<file path="config.mk">
export PLATFORM = sky130hd
export DESIGN_NAME = edge_line_packer
export DESIGN_NICKNAME = d
export VERILOG_FILES = /design/src/rtl/edge_pkg.sv /design/src/rtl/edge_line_packer_slot.sv /design/src/rtl/edge_line_packer.sv
export SDC_FILE = /design/constraint.sdc
export NUM_CORES = 2
export LEC_CHECK = 0
export CAP_MARGIN = 25
export CELL_PAD_IN_SITES_DETAIL_PLACEMENT = 1
export CELL_PAD_IN_SITES_GLOBAL_PLACEMENT = 1
export CORE_MARGIN = 2
export CORE_UTILIZATION = 40
export DETAILED_ROUTE_END_ITERATION = 7
export HOLD_SLACK_MARGIN = 0.05
export PLACE_DENSITY = 0.79
export SYNTH_ARGS = -nofsm -noshare
export SYNTH_HDL_FRONTEND = slang
export SYNTH_SLANG_ARGS = --single-unit
export TNS_END_PERCENT = 50
</file>
<file path="constraint.sdc">
create_clock -name clk -period 6.4 [get_ports clk]
set_input_delay 1.28 -clock clk [delete_from_list [all_inputs] [get_ports clk]]
set_output_delay 1.28 -clock clk [all_outputs]
set_load 0.01 [all_outputs]
</file>
<file path="src/rtl/edge_pkg.sv">
// Shared definitions for the edge line packer: line geometry, lane math and
// the default line record carried by the output slot.
package edge_pkg;

  localparam int LINE_W     = 512;
  localparam int DEF_DATA_W = 8;
  localparam int DEF_ADDR_W = 10;

  function automatic int lanes_f(input int data_w);
    return LINE_W / data_w;
  endfunction

  function automatic int lane_cnt_w_f(input int data_w);
    return $clog2(lanes_f(data_w));
  endfunction

  // Default-configuration layout; the top builds its own with its parameters.
  typedef struct packed {
    logic [LINE_W-1:0]              data;
    logic [LINE_W/DEF_DATA_W-1:0]   mask;
    logic [DEF_ADDR_W-1:0]          addr;
    logic                           last;
  } line_t;

  typedef enum logic {
    ST_FILL = 1'b0,
    ST_HOLD = 1'b1
  } fill_state_e;

endpackage

</file>
<file path="src/rtl/edge_line_packer_slot.sv">
// One-entry valid/ready output register for a packed line record.
// Contents hold while stalled; load is only issued when the slot is free.
module line_out_slot
  import edge_pkg::*;
#(
  parameter type line_type = edge_pkg::line_t
) (
  input  logic     clk,
  input  logic     rst,
  input  logic     load,
  input  line_type load_line,
  input  logic     out_ready,
  output logic     slot_free,
  output logic     out_valid,
  output line_type out_line
);

  assign slot_free = !out_valid || out_ready;

  always_ff @(posedge clk) begin
    if (rst) begin
      out_valid <= 1'b0;
      out_line  <= '0;
    end else if (load) begin
      out_valid <= 1'b1;
      out_line  <= load_line;
    end else if (out_ready) begin
      out_valid <= 1'b0;
    end
  end

endmodule

</file>
<file path="src/rtl/edge_line_packer.sv">
// Packs DATA_W-bit words into 512-bit lines with lane mask, line address and
// last flag. A fill register plus one output slot absorb a stalled output.
//
//   state   | meaning
//   ST_FILL | fill accepting words (in_ready=1)
//   ST_HOLD | completed line waiting in fill for the slot (in_ready=0)
module edge_line_packer
  import edge_pkg::*;
#(
  parameter  int DATA_W = 8,
  parameter  int ADDR_W = 10,
  localparam int LANES  = lanes_f(DATA_W),
  localparam int LCW    = lane_cnt_w_f(DATA_W)
) (
  input  logic              clk,
  input  logic              rst,
  input  logic [DATA_W-1:0] in_data,
  input  logic              in_valid,
  input  logic              in_last,
  output logic              in_ready,
  output logic [LINE_W-1:0] out_data,
  output logic [LANES-1:0]  out_mask,
  output logic [ADDR_W-1:0] out_addr,
  output logic              out_last,
  output logic              out_valid,
  input  logic              out_ready
);

  typedef struct packed {
    logic [LINE_W-1:0] data;
    logic [LANES-1:0]  mask;
    logic [ADDR_W-1:0] addr;
    logic              last;
  } line_w_t;

  fill_state_e       state, state_nx;
  logic [LCW-1:0]    lane_cnt, lane_cnt_nx;
  logic [LINE_W-1:0] fill_data, fill_data_nx, merged_data;
  logic [LANES-1:0]  fill_mask, fill_mask_nx, merged_mask;
  logic              fill_last, fill_last_nx;
  logic [ADDR_W-1:0] line_idx, line_idx_nx;
  logic              accept, complete, load, slot_free;
  line_w_t           load_line, out_line;

  assign in_ready = (state == ST_FILL);

  always_comb begin
    merged_data = fill_data;
    merged_data[lane_cnt*DATA_W +: DATA_W] = in_data;
    merged_mask = fill_mask;
    merged_mask[lane_cnt] = 1'b1;
    accept   = in_valid && (state == ST_FILL);
    complete = accept && ((lane_cnt == LCW'(LANES-1)) || in_last);
  end

  always_comb begin
    state_nx     = state;
    lane_cnt_nx  = lane_cnt;
    fill_data_nx = fill_data;
    fill_mask_nx = fill_mask;
    fill_last_nx = fill_last;
    line_idx_nx  = line_idx;
    load         = 1'b0;
    load_line    = '0;
    case (state)
      ST_FILL: begin
        if (accept && !complete) begin
          fill_data_nx = merged_data;
          fill_mask_nx = merged_mask;
          lane_cnt_nx  = lane_cnt + LCW'(1);
        end else if (complete && slot_free) begin
          load           = 1'b1;
          load_line.data = merged_data;
          load_line.mask = merged_mask;
          load_line.addr = line_idx;
          load_line.last = in_last;
        end else if (complete) begin
          fill_data_nx = merged_data;
          fill_mask_nx = merged_mask;
          fill_last_nx = in_last;
          state_nx     = ST_HOLD;
        end
      end
      ST_HOLD: begin
        if (slot_free) begin
          load           = 1'b1;
          load_line.data = fill_data;
          load_line.mask = fill_mask;
          load_line.addr = line_idx;
          load_line.last = fill_last;
          state_nx       = ST_FILL;
        end
      end
      default: state_nx = ST_FILL;
    endcase
    // Every move to the slot empties the fill and advances the line counter.
    if (load) begin
      lane_cnt_nx  = '0;
      fill_data_nx = '0;
      fill_mask_nx = '0;
      fill_last_nx = 1'b0;
      line_idx_nx  = load_line.last ? '0 : line_idx + ADDR_W'(1);
    end
  end

  always_ff @(posedge clk) begin
    if (rst) begin
      state     <= ST_FILL;
      lane_cnt  <= '0;
      fill_data <= '0;
      fill_mask <= '0;
      fill_last <= 1'b0;
      line_idx  <= '0;
    end else begin
      state     <= state_nx;
      lane_cnt  <= lane_cnt_nx;
      fill_data <= fill_data_nx;
      fill_mask <= fill_mask_nx;
      fill_last <= fill_last_nx;
      line_idx  <= line_idx_nx;
    end
  end

  line_out_slot #(.line_type(line_w_t)) u_slot (
    .clk       (clk),
    .rst       (rst),
    .load      (load),
    .load_line (load_line),
    .out_ready (out_ready),
    .slot_free (slot_free),
    .out_valid (out_valid),
    .out_line  (out_line)
  );

  assign out_data = out_line.data;
  assign out_mask = out_line.mask;
  assign out_addr = out_line.addr;
  assign out_last = out_line.last;

endmodule

</file>
==> reports/results.ini <==
[flow_run]
max_cap_violations = 0

[yosys]
synth_warnings = 0
synth-main-ff-cell = dfxtp_1
ys_ff_latch = 1182
synth_cells = 5783
netlist.area_leader.share_pct = 50.0
synth_fp_nets = 5800
synth-edff-count = 0
synth-seq-area-share_pct = 50.0
synthArstFlopShare_pct = 0
yosys.area.top_type = dfxtp_1
synthTopCellsByCount = nand2_1 (1372), dfxtp_1 (1182), nor2_1 (614)
avgSynthCellArea_um2 = 8.19
synth_cell_type_count = 75
ys_top_cells_by_area = dfxtp_1 (50%), nand2_1 (11%), a21oi_1 (6.4%), nor2_1 (4.9%), a221o_1 (3.4%)
synth.cell_area_um2 = 47400
yosysMostFrequentCell = nand2_1

[clock_tree]
ctsHoldBuffers = 0
numClockSinks = 1182
cts_tree = yes
ctsRootBufferMaster = clkbuf_16
clockBufferDepth = 3
cts_buffers = 133
ctsResizeCount = 0
clk_latency_ns = 0.77
htreeDepth = 4
post_cts_buffers = 0
clk_pin_slew_ns = 0.06

[global_routing]
grt_pass1_vias = 47300
antenna_found_initial = 9
grt_use_met1_pct = 40.2
grt-ovfl-total = 0
gr-usage-met2_pct = 53.7
grt_max_degree = 239
groute.layer.met3.usage_pct = 7.50
top_usage_layer = met2
grt_use_total_pct = 33.1
grt_pass1_wl_um = 306000

[timing]
timing.final.crit_share_pct = 74.9
rsz0062_at_grt = false
setup_tns_ns = 0
fmax_mhz = 209
period_needed_ns = 4.79
slew_violations = 0
hold_violations = 0
worst_pin_slew_ns = 1.38
maxSlewHeadroom_pct = 8.28
fin_skew_ns = 0.0318
setup_viol = 0

[detailed_routing]
wl_um = 208000
num_vias = 47300
wl_per_cell_um = 26.4
drc = 0
first_pass_iters = 6
via_per_inst = 6.01
antenna_left = 0
dr.first_iter.drc_count = 4131

[power]
p_per_area_nw_per_um2 = 277
internal_power_w = 0.0123
p_switching_w = 0.00412
clock_power_share_pct = 48.1
peakVddDrop_uv = 259
switching_share_pct = 25.0
p_leak_nw = 20.0
seqPwrFrac_pct = 45.6
combPwrFrac_pct = 6.3

[worst_hold_path]
min_to = u_slot.out_line[462]
hp-class = flip-flop to flip-flop
holdPathStages = 2
hold_path.startpoint = fill_data[387]

[worst_setup_path]
cp_slowest_cell = nor3_1
rrSetupSlack_ns = 1.61
crit_fanout = 35
rr_worst_depth = 11
crit_required_ns = 7.07
arrival_ns = 5.46
cp_cell_sequence = buf_4 -> or3_1 -> buf_4 -> nor3_1 -> ha_1 -> nor3b_1 -> o311a_1 -> nand2_1 -> nor3_1 -> nand2b_1 -> a21oi_1
worstSetupEndpointType = flip-flop
cp-start-kind = flip-flop
reg2reg_to = fill_data[342]
crit_buf_inv = 2
cp_slowest_stage_delay_ns = 0.99
crit_type = flip-flop to flip-flop
crit_family = simple AND/OR/NAND/NOR gates
r2r-start = lane_cnt[0]

[place]
portBuffers = 601
dp_hpwl_um = 144000
gp_congestion = 0.908

[finish]
fin_util_pct = 50.5
drive_gt1_share_pct = 6.91
layout.nets = 6235
nFillCells = 13800
areaGrowthSynthToFinish_pct = 25.5

[die]
start_util_pct = 40.2
dieHeight_um = 348
core_area_um2 = 118000
dieArea_um2 = 121000
io-pin-count = 602
rows = 126
die_x_um = 348

[outcome]
status = complete, no violations

how the worst max path moves through the flow:
stage | depth (start not counted) | slack, ns | end | start
CTS | 11 | 1.80 | fill_data[342] | lane_cnt[0]
global route | 11 | 1.51 | fill_data[342] | lane_cnt[0]
global placement | 7 | 1.30 | fill_data[486] | in_valid
finish | 11 | 1.61 | fill_data[342] | lane_cnt[0]
floorplan | 13 | 2.83 | u_slot.out_line[435] | lane_cnt[0]
detailed placement | 7 | 1.19 | fill_data[263] | in_valid
layout make-up:
type | instances | area, µm² | area share [%]
inverters | 28 | 105 | 0.177
multi-input cells | 4156 | 22100 | 37.3
diodes | 1 | 2.50 | 0.00421
flip-flops and latches | 1182 | 23700 | 39.8
clock buffers | 188 | 3800 | 6.39
clock inverters | 51 | 692 | 1.16
well taps | 1536 | 1920 | 3.23
repair buffers | 717 | 7100 | 12.0
through the flow:
step,std cells,power [W],setup slack [ns],hold slack [ns],area (µm²)
2_1_floorplan,5783,0.00815,2.83,0.415,47400
3_3_place_gp,7607,0.00866,1.30,0.424,54800
3_5_place_dp,7617,0.00868,1.19,0.431,54900
4_1_cts,7856,0.0165,1.80,0.432,59400
5_1_grt,7858,0.0169,1.51,0.455,59400
6_report,7859,0.0165,1.61,0.432,59400
tightest hold or removal path, cell delays in order, from the launching register on:
cell and delay, ns:
dfxtp_1 0.31, nand2_1 0.06, nand2_1 0.04
sequential cells by signal, summed over array words and instances, names as in the netlist:
signal	flops
line_idx	10
fill_mask	64
state	1
fill_last	1
u_slot.out_valid	1
u_slot.out_line	587
lane_cnt	6
fill_data	512
routing by layer:
layer	vias to the layer above	wire [µm]
met3	523	16900
met4	8	12700
met5	-	60
met1	23400	81900
li1	21400	-
met2	1964	96300
cell usage in the layout, fill, tap and decap left out, types with 27 or more instances in the layout:
master,n
dfxtp_1,1182
o21ai_0,138
a221o_1,159
nand2b_1,29
clkbuf_16,135
clkbuf_1,31
inv_1,27
a21oi_1,607
mux2i_1,60
buf_4,96
a31oi_1,132
clkdlybuf4s50_1,600
and3_1,44
a22oi_1,179
a221oi_1,57
nor3_2,50
nand3_1,150
a311oi_1,61
nor4_1,45
nor3_1,125
nand2_1,1368
nor2_1,609
a211oi_1,82
power groups by stage:
stage          sequential [W]  clock [W]  combinational [W]
2_1_floorplan         0.00766          0           0.000492
6_report              0.00750    0.00791            0.00104
3_3_place_gp          0.00766          0           0.000997
4_1_cts               0.00750    0.00797            0.00102
3_5_place_dp          0.00766          0            0.00102
5_1_grt               0.00750    0.00828            0.00109
cell families after synthesis:
kind of cell / share of synthesized area (%)
AND/OR/NAND/NOR: 22.6
AO/OA/AOI/OAI: 21.9
flip-flops: 50.0
buffers and inverters: 3.73
multiplexers: 1.41
XOR/XNOR: 0.312
adder cells (fa/ha/maj): 0.106
No activity file was read; power rests on OpenSTA's default activity.
